## src/rtl/traffic_sensor_conditioner.sv

```systemverilog
// traffic_sensor_conditioner: cleans the two raw vehicle-detector inputs.
// Each lane runs a synchronizer, a consecutive-cycle debouncer, a presence
// hold stretcher and a saturating arrival counter. The lanes are identical
// and share no state, so one lane module is instantiated twice.

module traffic_sensor_lane #(
    parameter int DEBOUNCE_CYCLES = 4,
    parameter int HOLD_CYCLES     = 8,
    parameter int CNT_W           = 8
) (
    input  logic             clk,
    input  logic             reset,
    input  logic             raw_i,
    output logic             req_o,
    output logic [CNT_W-1:0] cnt_o
);
    localparam int DW = $clog2(DEBOUNCE_CYCLES) + 1;
    localparam int HW = $clog2(HOLD_CYCLES + 1) + 1;
    localparam logic [DW-1:0] DLAST = DW'(DEBOUNCE_CYCLES - 1);
    localparam logic [HW-1:0] HLOAD = HW'(HOLD_CYCLES);
    localparam logic [CNT_W-1:0] CNT_MAX = {CNT_W{1'b1}};

    logic             sync1_q, sync2_q;
    logic             deb_q, deb_d;
    logic [DW-1:0]    dcnt_q, dcnt_d;
    logic [HW-1:0]    hcnt_q, hcnt_d;
    logic [CNT_W-1:0] cnt_q, cnt_d;
    logic             req_q, req_d;
    logic             rise_s;

    // Debouncer: the level flips only after DEBOUNCE_CYCLES consecutive
    // disagreeing samples; any agreeing sample restarts the count.
    always_comb begin
        deb_d  = deb_q;
        dcnt_d = dcnt_q;
        if (sync2_q == deb_q) begin
            dcnt_d = '0;
        end else if (dcnt_q == DLAST) begin
            deb_d  = sync2_q;
            dcnt_d = '0;
        end else begin
            dcnt_d = dcnt_q + DW'(1);
        end
    end

    // Hold stretcher: reload while present, count down once the level drops.
    always_comb begin
        hcnt_d = hcnt_q;
        if (deb_q) begin
            hcnt_d = HLOAD;
        end else if (hcnt_q != '0) begin
            hcnt_d = hcnt_q - HW'(1);
        end else begin
            hcnt_d = hcnt_q;
        end
    end

    // Arrival counter: one count per debounced rising edge, saturating at all-ones.
    always_comb begin
        rise_s = deb_d & ~deb_q;
        cnt_d  = cnt_q;
        if (rise_s && (cnt_q != CNT_MAX)) begin
            cnt_d = cnt_q + CNT_W'(1);
        end else begin
            cnt_d = cnt_q;
        end
    end

    // Request level is computed from next state so the registered output
    // equals deb | (hcnt != 0) of the current cycle with no extra latency.
    always_comb begin
        req_d = deb_d | (hcnt_d != '0);
    end

    // State registers; reset clears everything so nothing pending survives.
    always_ff @(posedge clk or negedge reset) begin
        if (!reset) begin
            sync1_q <= 1'b0;
            sync2_q <= 1'b0;
            deb_q   <= 1'b0;
            dcnt_q  <= '0;
            hcnt_q  <= '0;
            cnt_q   <= '0;
            req_q   <= 1'b0;
        end else begin
            sync1_q <= raw_i;
            sync2_q <= sync1_q;
            deb_q   <= deb_d;
            dcnt_q  <= dcnt_d;
            hcnt_q  <= hcnt_d;
            cnt_q   <= cnt_d;
            req_q   <= req_d;
        end
    end

    assign req_o = req_q;
    assign cnt_o = cnt_q;
endmodule

module traffic_sensor_conditioner #(
    parameter int DEBOUNCE_CYCLES = 4,
    parameter int HOLD_CYCLES     = 8,
    parameter int CNT_W           = 8
) (
    input  logic             clk,
    input  logic             reset,
    input  logic             raw_a,
    input  logic             raw_b,
    output logic             sa,
    output logic             sb,
    output logic [CNT_W-1:0] cnt_a,
    output logic [CNT_W-1:0] cnt_b
);
    traffic_sensor_lane #(
        .DEBOUNCE_CYCLES(DEBOUNCE_CYCLES),
        .HOLD_CYCLES    (HOLD_CYCLES),
        .CNT_W          (CNT_W)
    ) u_lane_a (
        .clk   (clk),
        .reset (reset),
        .raw_i (raw_a),
        .req_o (sa),
        .cnt_o (cnt_a)
    );

    traffic_sensor_lane #(
        .DEBOUNCE_CYCLES(DEBOUNCE_CYCLES),
        .HOLD_CYCLES    (HOLD_CYCLES),
        .CNT_W          (CNT_W)
    ) u_lane_b (
        .clk   (clk),
        .reset (reset),
        .raw_i (raw_b),
        .req_o (sb),
        .cnt_o (cnt_b)
    );
endmodule

```

## config.mk

```make
export PLATFORM = sky130hd
export DESIGN_NAME = traffic_sensor_conditioner
export DESIGN_NICKNAME = d
export VERILOG_FILES = /design/src/rtl/traffic_sensor_conditioner.sv
export SDC_FILE = /design/constraint.sdc
export NUM_CORES = 1
export LEC_CHECK = 0
export ABC_AREA = 1
export BUFFER_PORTS_ARGS = -buffer_cell sky130_fd_sc_hd__buf_2
export CAP_MARGIN = 20
export CELL_PAD_IN_SITES_DETAIL_PLACEMENT = 0
export CELL_PAD_IN_SITES_GLOBAL_PLACEMENT = 2
export CORE_MARGIN = 8
export CORE_UTILIZATION = 31
export DETAILED_ROUTE_END_ITERATION = 8
export PLACE_DENSITY_LB_ADDON = 0.3
export RECOVER_POWER = 100
export SETUP_SLACK_MARGIN = 0.4
export SLEW_MARGIN = 20
export SYNTH_ARGS = -nofsm -noshare
export SYNTH_HDL_FRONTEND = slang
export SYNTH_HIERARCHICAL = 1
export SYNTH_SLANG_ARGS = --single-unit
```

## constraint.sdc

```tcl
create_clock -name clk -period 1.2 [get_ports clk]
set_input_delay 0.18 -clock clk [delete_from_list [all_inputs] [get_ports clk]]
set_output_delay 0.18 -clock clk [all_outputs]
set_load 0.01 [all_outputs]
```

After elaboration in Yosys (flattened, before gate mapping)

Cells that the tools add are included.
W data, S select, Z words.

Flip-flop bits (word level): 40
Latch bits: 0
Memory bits (writable): 0
Bits in read-only memories: 0
Input port bits: 4
Output and inout port bits: 18
Word-level logic and storage cells: 50
Memories: 0

$add $sub $neg: 6
Multiply operators: 0
Divide/modulo/power cells: 0
$lt $le $gt $ge: 0
Equal/unequal tests: 6
Shift-type cells: 0
Multiplexer cells: 12
Bitwise operators: 6
Reductions and logical operators: 6

Operators with widths:

| kind                  | count |
|---|---|
| $mux W5               | 4 |
| $reduce_bool A5 Y1    | 4 |
| $add A8 B1 Y8 const B | 2 |
| $ne A8 B8 Y1 const B  | 2 |
| $mux W3               | 4 |
| $sub A5 B1 Y5 const B | 2 |
| $add A3 B1 Y3 const B | 2 |
| $eq A3 B2 Y1 const B  | 2 |
| $mux W1               | 4 |
| $and A1 B1 Y1         | 2 |
| $eq A1 B1 Y1          | 2 |
| $logic_and A1 B1 Y1   | 2 |
| $not A1 Y1            | 2 |
| $or A1 B1 Y1          | 2 |

Depth between registers and ports, before layout

Gate-level depths: netlist (run 1).

Depth after elaboration: 5
Mapped depth: 9
Gate-level depth less buffers: 9

Hierarchy

Netlist (run 1), hierarchy kept.

Modules (own cells, without submodules):

| module              | instances | cells each | area each (µm²) | sequential area each (µm²) |
|---|---|---|---|---|
| traffic_sensor_lane | 2         | 125        | 1011.0          | 500.5 |

Worst setup path before layout (run 1)

OpenSTA, ideal clock, no wires.

Kind: reg2reg
Start: register u_lane_a.cnt_q[0] (netlist: u_lane_a/cnt_o[0])
End: register u_lane_a.cnt_q[3] (netlist: u_lane_a/cnt_o[3])
Library setup time: 0.116 ns
Arrival: 1.112 ns
Data required time: 1.084 ns
Slack: -0.029 ns
Cell stages (with the launch flop): 9
Buffers on the path: 0
Period minus slack after synthesis: 1.229 ns
Cell sequence: dfrtp_1 ha_1 nand2_4 nor2_4 nand2_2 nand2_4 inv_4 nand2_1 nand2_1

Longest elaborated chain between the ends: 2
Elaborated cells on any way between the ends: 3
Classes of those cells: add/sub: 1; eq/ne: 1; reduce/logical: 1

Ends and longest elaborated chain:

| element                                               | RTL line | source |
|---|---|---|
| start: declaration                                    | 27       | `logic [CNT_W-1:0] cnt_q, cnt_d;` |
| start signal: assignment                              | 91       | `cnt_q <= cnt_d;` |
| branches (longest 2 deep; another with $add A8 B1 Y8) | n/a      |  |

Several ways; the timed one is not identified.
A chain may end at the register's enable or synchronous reset.

Final worst setup path (run 1)

Start: register u_lane_b.cnt_q[0] (netlist: u_lane_b/cnt_o[0])
End: register u_lane_b.cnt_q[2] (netlist: u_lane_b/cnt_o[2])

Longest elaborated chain between the ends: 2
Elaborated cells on any way between the ends: 3
Classes of those cells: add/sub: 1; eq/ne: 1; reduce/logical: 1

Ends and longest elaborated chain:

| element                                               | RTL line |
|---|---|
| start: declaration                                    | 27 |
| start signal: assignment                              | 91 |
| branches (longest 2 deep; another with $add A8 B1 Y8) | n/a |

Several ways; the timed one is not identified.

==> results of run 1 <==
-- sequential cells by signal (all words and copies together) (netlist names), 3 cells and up --
| signal | count |
|---|---|
| u_lane_b/hcnt_q | 5 |
| u_lane_a/hcnt_q | 5 |
| u_lane_b/dcnt_q | 3 |
| u_lane_a/cnt_o | 8 |
| u_lane_a/dcnt_q | 3 |
| u_lane_b/cnt_o | 8 |
-- cell type report --
class | count | area (um^2) | area share, %
inverters | 48 | 197.7 | 6.285
clock buffers | 8 | 90.09 | 2.864
well taps | 77 | 96.34 | 3.063
multi-input cells | 164 | 1179 | 37.47
repair buffers | 67 | 571.8 | 18.18
flip-flops and latches | 40 | 1011 | 32.14
-- routing by layer --
metal  up-vias  share of wire [%]  track usage (%)
li1        919                  -                -
met1       829                 47            12.22
met2        18                 50            17.40
met3         2                2.6            3.414
met4         0               0.44            1.775
met5         -                  0                0
-- report_power, final --
| part | internal [mW] | switching, mW |
|---|---|---|
| clock | 0.470 | 0.455 |
| combinational | 1.41 | 1.44 |
| sequential | 1.69 | 0.373 |
-- critical path, delay by kind of cell, from the launching register on --
| family | cells | cell delay [ns] |
|---|---|---|
| buffers and inverters | 1 | 0.14 |
| AOI/OAI and AO/OA | 1 | 0.10 |
| and+or+nand+nor | 4 | 0.30 |
| DFF | 1 | 0.45 |
| adders and majority gates | 1 | 0.18 |
-- cells in the final DEF, fill, tap and decap left out, types with 4 or more instances in the layout --
master    netlist  final
nand2_1        88     56
inv_1          44     35
nand2_2         2     33
dfrtp_1        40     32
buf_4           0     30
buf_6           0     22
clkbuf_1        0      9
inv_2           2      9
nand3_2         2      8
nand4_1         8      8
dfrtp_2         0      8
nand3_1        18      7
nand2_4         4      7
clkbuf_8        0      6
nor2_1         12      6
nor2_4          2      6
ha_4            0      6
nand3_4         0      5
xnor2_1         6      5
nor2_2          2      4
xor2_1          4      4
-- per-stage QoR --
step / std cells / utilization, % / hold slack, ns / instance area [um^2] / worst slack, ns
after floorplan: 250 / - / -0.1156 / 2182 / 0.06500
after global placement: 362 / 39.62 / 0.1717 / 2501 / 0.002142
after detailed placement: 362 / 39.62 / 0.1724 / 2501 / -0.02685
after CTS: 394 / 47.01 / 0.3545 / 2968 / 0.002930
after global routing: 404 / 49.82 / 0.3559 / 3146 / -0.1048
final: 404 / 49.82 / 0.3516 / 3146 / -0.05292
-- worst paths after layout --
check                                  start           endpoint  slack (ns)  depth (start not counted)
hold / removal              u_lane_a/sync1_q   u_lane_a/sync2_q        0.35                          0
setup / recovery           u_lane_b/cnt_o[0]  u_lane_b/cnt_o[2]       -0.05                          7
max in group asynchronous              reset  u_lane_b/cnt_o[1]        0.26                          3
min in group asynchronous              reset  u_lane_a/cnt_o[1]        0.53                          3
hold reg to reg             u_lane_a/sync1_q   u_lane_a/sync2_q        0.35                          0
setup reg to reg           u_lane_b/cnt_o[0]  u_lane_b/cnt_o[2]       -0.05                          7
-- cell families after synthesis --
family / count (synthesis) / synth area share [%]
buffers and inverters: 48 / 9.159
AOI/OAI and AO/OA: 4 / 0.9901
xor gates and xnor gates: 10 / 4.331
adders and majority gates: 6 / 3.713
and+or+nand+nor: 142 / 32.30
DFF: 40 / 49.50
-- timing repair --
| item | 4_1_cts | 5_1_grt |
|---|---|---|
| gates resized for setup | 40 | 50 |
| endpoints found under the setup margin | 54 | 54 |
| buffers inserted | 19 | 10 |
| hold endpoints to repair | 42 | 0 |
| pin swaps | 11 | 30 |
| hold buffers | 3 | 0 |
| cloned | 2 | 0 |
==> impl_results.md, run 1 <==
* Wire length of the first global-routing pass at 8093 um
* Most frequent cells after synthesis: nand2_1 (88), inv_1 (44), dfrtp_1 (40)
* Unrepaired setup endpoints after global routing: true
* Die Y-Extent at between 90 and 100 um
* Unique cell type count in the Yosys netlist at 20
* Hold Path Class: flop to flop
* Gr ovfl total at 0
* Worst-Skew Late Latency at roughly 0.28 ns
* Die Area at roughly 9400 um^2
* Slew Limit Fails at 0
* Post-synth ARST share at 100.0%
* Synth top area share at between 40% and 50%
* Num ports at 22
* #FFs+latches synth at 40
* DRC at 0
* Gr usage total at just over 10%
* FILL cells at about 640
* Setup Skew at about 0.0029 ns
* Crit-path max cell delay at ~0.45 ns
* TNS Setup at -0.3394 ns
* CTS root buf: clkbuf_8
* CTS H-tree lvls at 2
* CTS tree: built
* Synth-to-layout area growth at 55.57%
* Synth area leader: dfrtp_1
* Final estimated routing congestion in global placement at 0.7167
* Cells along the critical path: ha_4 > nand2_4 > nor2_4 > nand2_2 > nand2_4 > buf_4 > o21ai_1
* Worst setup EP type: flop
* Yosys warnings at 6
* Period utilization at 104.4%
* Routed WL per cell at approximately 11 um
* Clock slew at reported path FFs at 0.08 ns
* Total CTS buffers at 5
* Hpwl dp at just under 3000 um
* Top post-synthesis cells by area: dfrtp_1 (50%), nand2_1 (16%), inv_1 (8.2%)
* Synth Flop Type: dfrtp_1
* WP data arrival at approximately 1.5 ns
* IO Port Bufs at 21
* Worst EP required at roughly 1.4 ns
* Synthesized area per cell at approximately 8.1 um^2
* Largest net degree at the start of global routing at around 40
* Iter 0 DRT Violations at between 40 and 50
* CTS sink count at 40
* Antenna violations before repair at 0
* Most used cell, CP: nand2_4
* Leakage at about 1.6 nW
* Net count, final at 336
* Share of post-route cells with drive strength above 1 at about half
* Failing checks: negative setup slack
* Max VDD drop at around 950 uV
* Slew @ Worst Pin at approximately 0.56 ns
* Cell Rows at 29
* Max Fanout on Critical Path at 5
* Setup violations, final at 15
* Core area at roughly 6300 um^2
* Clock tree buffer depth at 2
* Design Power at between 5 and 6 mW
* Count leader, synth: nand2_1
* Number of global-route vias before repair at approximately 1,800
* Final WL at approximately 4600 um
* Power per cell area at 1857 nW/um^2
* Min setup slack post-route at -0.05292 ns
* Antenna diodes at 0
* # Max-Cap Violations at 0
* Final count of hold timing violations at 0
* Slew headroom at between 60 and 70%
* Antenna Violating Nets Remaining at 0
* Synth Cell Area at around 2000 um^2
* Setup CP Type: flop to flop
* Synth Net Count at 260
* Critical-path top delay cell: dfrtp_2
* Vias at around 1,800
* Die span in x at around 97 um
* Seq/Total Area, Yosys at 49.50%
* EDFF count, synth at 0
* Startpoint Class: flop
* Syn Inst Count at 250
* Initial Utilization at around 32%
* Run status: finished with violations
* Vias per inst at 4.376
* Period minus WS final at between 1 and 1.5 ns
* Fmax at 0.7981 GHz
* Drt first pass iters at 4
No activity file was read; power rests on OpenSTA's default activity.
==> run 2, diff against run 1 <==
SKIP_CTS_REPAIR_TIMING = 1   (was not set)
SLEW_MARGIN = not set   (was 20)
==> impl_results.md, run 2 (synthesis gave the netlist of run 1 again) <==
* Max VDD drop at 837.0 uV
* Critical-path top delay cell: dfrtp_2
* Vias at about 1,700
* Max Fanout on Critical Path at 6
* Cells along the critical path: ha_4 > nand2_4 > nor2_4 > nand2_2 > nand2_4 > inv_8 > nand2_2 > nand2_1
* Number of global-route vias before repair at approximately 1,600
* Gr ovfl total at 0
* Design Power at between 5 and 6 mW
* Core area at 6314 um^2
* Met2 Use GR at around 15%
* Setup Skew at slightly above 0.005 ns
* Slew @ Worst Pin at ~0.56 ns
* Period utilization at 101.1%
* Antenna violations before repair at 0
* Gr usage total at just over 9%
* Reg-to-Reg End: u_lane_b/cnt_o[1]
* R2R Setup Slk at -0.01 ns
* Die Area at ~9400 um^2
* Grt peak-use layer: met2
* DRC at 0
* Drt first pass iters at 4
* Design area at just over 3000 um^2
* Placed cells at 362
* Place WS at -0.02685 ns
* M3 GR Usage at 3.414%
* Run status: finished with violations
* Vias per inst at approximately 4.4
* Non-filler cells, final at between 300 and 400
* Most common cell after layout, fill and taps aside: nand2_1
* Slew headroom at slightly above 60%
* Num ports at 22
* TNS Setup at -0.08928 ns
* Setup CP Type: flop to flop
* CTS tree: built
* Setup violations, final at 13
* Power per cell area at between 1500 and 2000 nW/um^2
* Min setup slack post-route at -0.01334 ns
* Crit-path max cell delay at between 0.4 and 0.5 ns
* Antenna diodes at 0
* Share of post-route cells with drive strength above 1 at 48.43%
* CTS H-tree lvls at 2
* Post-layout util at 48.95%
* Leakage at ~1.6 nW
* Iter 0 DRT Violations at 41
* Clock tree buffer depth at 2
* Slew Limit Fails at 0
* Clock slew at reported path FFs at ~0.080 ns
* Delay-heaviest family, CP: simple AND/OR/NAND/NOR gates
* Antenna Violating Nets Remaining at 0
* Hold WS at between 0.3 and 0.4 ns
* WP depth at 8
* Largest net degree at the start of global routing at a little over 40
* R2R Path Start: u_lane_b/cnt_o[0]
* Synth-to-layout area growth at 52.85%
* Hpwl dp at slightly below 3000 um
* Routed WL per cell at ~11 um
* Worst setup EP type: flop
* Startpoint Class: flop
* Critical path destination: u_lane_b/cnt_o[1]
* Met1 Resource Use GR at roughly 12%
* Hold Path Class: flop to flop
* Worst EP required at ~1.4 ns
* WP data arrival at roughly 1.4 ns
* Crit path from: u_lane_b/cnt_o[0]
* IO Port Bufs at 21
* CTS sink count at 40
* Initial Utilization at 32.03%
* Most frequent cells in the layout: nand2_1 (61), inv_1 (34), dfrtp_1 (31)
* Final count of hold timing violations at 0
* Period minus WS final at between 1 and 1.5 ns
* Final estimated routing congestion in global placement at around 0.72
* Unrepaired setup endpoints after global routing: true
* # Max-Cap Violations at 0
* Die Y-Extent at 96.76 um
* Total CTS buffers at 5
* FF-to-FF path depth at 8
* Cell Rows at 29
* Fmax at about 0.82 GHz
* CTS root buf: clkbuf_8
* Final WL at 4436 um
* Die span in x at about 97 um
* Net count, final at roughly 330
* Failing checks: negative setup slack
* Wire length of the first global-routing pass at about 7300 um
* WP buf/inv at 1
* Area after DPL at about 2500 um^2
* Worst-Skew Late Latency at between 0.2 and 0.3 ns
## run 2: worst register-to-register path, stage by stage (launching register included)
cell and delay, ns:
dfrtp_2 0.41, ha_4 0.16, nand2_4 0.05, nor2_4 0.11, nand2_2 0.09, nand2_4 0.13, inv_8 0.06, nand2_2 0.05
nand2_1 0.04
## run 2: how the worst min path moves through the flow
stage	from	to	slack [ns]	cells past startpoint
2_1_floorplan	reset	u_lane_a/cnt_o[0]	-0.12	0
3_3_place_gp	reset	u_lane_a/cnt_o[3]	0.17	2
3_5_place_dp	reset	u_lane_a/cnt_o[1]	0.17	2
4_1_cts	reset	u_lane_b/dcnt_q[1]	-0.14	2
5_1_grt	u_lane_a/sync1_q	u_lane_a/sync2_q	0.36	0
6_report	u_lane_a/sync1_q	u_lane_a/sync2_q	0.35	0
## run 2: per-layer routing
metal  part of all wire [%]  up-vias
met5                      0        -
met4                   0.45        0
met3                    2.5        2
met2                     48       14
met1                     50      808
li1                       -      906
## run 2: area by class of cell
class,count,area (um^2)
Sequential cell,40,1012
Timing Repair Buffer,58,488.0
Inverter,48,197.7
Clock buffer,8,90.09
Tap cell,77,96.34
Fill cell,626,3223
Multi-Input combinational cell,164,1206
## run 2: power by group
group | internal [mW] | total, mW | switching [mW]
logic | 1.40 | 2.86 | 1.45
registers | 1.70 | 2.04 | 0.343
clock network | 0.470 | 0.924 | 0.454
==> run 3, diff against run 2 <==
==> constraint.sdc (replaced) <==
create_clock -name clk -period 1.2 [get_ports clk]
set_input_delay 0 -clock clk [delete_from_list [all_inputs] [get_ports clk]]
set_output_delay 0 -clock clk [all_outputs]
set_load 0.01 [all_outputs]
==> impl_results.md, run 3 (synthesis gave the netlist of run 1 again) <==
* Run status: finished with violations
* Failing checks: negative setup slack
* Place WS at -0.02685 ns
* Number of global-route vias before repair at between 1,500 and 2,000
* Wire length of the first global-routing pass at around 7300 um
* Iter 0 DRT Violations at 42
* Final count of hold timing violations at 0
* Share of post-route cells with drive strength above 1 at roughly 47%
* Net count, final at approximately 320
* Die span in x at about 97 um
* Design Power at between 5 and 6 mW
* Setup violations, final at 11
* Gr ovfl total at 0
* Cells along the critical path: ha_4 > nand2_4 > nor2_4 > nand2_2 > nand2_4 > inv_8 > nand2_2 > nand2_1
* Slew @ Worst Pin at 0.5623 ns
* CTS root buf: clkbuf_8
* Grt peak-use layer: met2
* Final estimated routing congestion in global placement at 0.7167
* IO Port Bufs at 21
* Max VDD drop at approximately 850 uV
* Min setup slack post-route at -0.01255 ns
* Met1 Resource Use GR at a little under an eighth
* WP buf/inv at 1
* Delay-heaviest family, CP: simple AND/OR/NAND/NOR gates
* Slew Limit Fails at 0
* Antenna diodes at 0
* Clock slew at reported path FFs at 0.08 ns
* Final WL at between 4000 and 5000 um
* DRC at 0
* Slew headroom at between 60 and 70%
* Clock tree buffer depth at 2
* Most common cell after layout, fill and taps aside: nand2_1
* Core area at approximately 6300 um^2
* Most frequent cells in the layout: nand2_1 (61), inv_1 (34), dfrtp_1 (31)
* Startpoint Class: flop
* Vias per inst at around 4.4
* Antenna Violating Nets Remaining at 0
* Drt first pass iters at 4
* Die Y-Extent at between 90 and 100 um
* Routed WL per cell at between 10 and 15 um
* Worst EP required at 1.38 ns
* Gr usage total at 9.206%
* Met2 Use GR at roughly 15%
* Placed cells at between 300 and 400
* Antenna violations before repair at 0
* Leakage at 1.609 nW
* Period utilization at 101.0%
* Power per cell area at 1896 nW/um^2
* Synth-to-layout area growth at 51.92%
* CTS sink count at 40
* Crit-path max cell delay at between 0.4 and 0.5 ns
* Num ports at 22
* # Max-Cap Violations at 0
* Fmax at a little over 0.8 GHz
* Setup CP Type: flop to flop
* Unrepaired setup endpoints after global routing: true
* Total CTS buffers at 5
* M3 GR Usage at between 3 and 4%
* FF-to-FF path depth at 8
* Period minus WS final at ~1.2 ns
* Post-layout util at just under 50%
* Setup Skew at roughly 0.0059 ns
* Cell Rows at 29
* Die Area at ~9400 um^2
* Worst-Skew Late Latency at ~0.29 ns
* Initial Utilization at roughly a third
* Hpwl dp at a little under 3000 um
* Reg-to-Reg End: u_lane_b/cnt_o[1]
* WP data arrival at 1.39 ns
* CTS tree: built
* Critical-path top delay cell: dfrtp_2
* R2R Setup Slk at -0.01 ns
* Hold Path Class: input pin to async pin
* Worst setup EP type: flop
* Largest net degree at the start of global routing at 41
* Hold WS at 0.3494 ns
* CTS H-tree lvls at 2
* Vias at 1,707
* Max Fanout on Critical Path at 6
* R2R Path Start: u_lane_b/cnt_o[0]
* Non-filler cells, final at between 300 and 400
[run 3: cell types whose count changed in the layout (fill, tap and decap cells not counted), sizes merged]
cell,previous run,this run
buf,54,49
clkbuf,9,11
[run 3: final cells by class]
type                       count  area, um^2
fill                         631        3242
clock buffer                   8       90.09
timing repair buffer          55       466.7
tap                           77       96.34
sequential                    40        1012
multi-input combinational    164        1206
inverter                      48       200.2
[run 3: report_power, final]
group / internal [mW] / leakage (nW) / total [mW] / switching [mW]
logic: 1.40 / 1.06 / 2.85 / 1.45
registers: 1.70 / 0.500 / 2.05 / 0.351
clock network: 0.470 / 0.0455 / 0.923 / 0.453
total: 3.57 / 1.61 / 5.82 / 2.26
[run 3: metrics by stage]
step	setup TNS (ns)	instance area (um^2)
final	-0.06438	3072
after floorplan	0	2182
after CTS	-0.2271	2591
after detailed placement	-0.09241	2501
after global routing	-1.422	3072
after global placement	0	2501
[run 3: worst max-delay path by stage]
stage | startpoint | cells after the start | end | slack [ns]
2_1_floorplan | u_lane_a/cnt_o[3] | 9 | u_lane_a/cnt_o[0] | 0.06
3_3_place_gp | u_lane_a/dcnt_q[0] | 7 | u_lane_a/cnt_o[3] | 0.002
3_5_place_dp | u_lane_a/dcnt_q[0] | 7 | u_lane_a/cnt_o[3] | -0.03
4_1_cts | u_lane_a/dcnt_q[0] | 7 | u_lane_a/cnt_o[3] | -0.05
5_1_grt | u_lane_b/cnt_o[0] | 8 | u_lane_b/cnt_o[3] | -0.10
6_report | u_lane_b/cnt_o[0] | 8 | u_lane_b/cnt_o[1] | -0.01
[run 3: routing by layer]
| layer | share of wire, % | routed length (um) |
|---|---|---|
| met1 | 50 | 2184 |
| met2 | 47 | 2087 |
| met3 | 2.5 | 110 |
| met4 | 0.45 | 20 |
| met5 | 0 | 0 |
[run 3: worst min-delay path: stages]
cell and delay, ns:
dlygate4sd3_1 0.52, buf_2 0.09, clkbuf_4 0.48
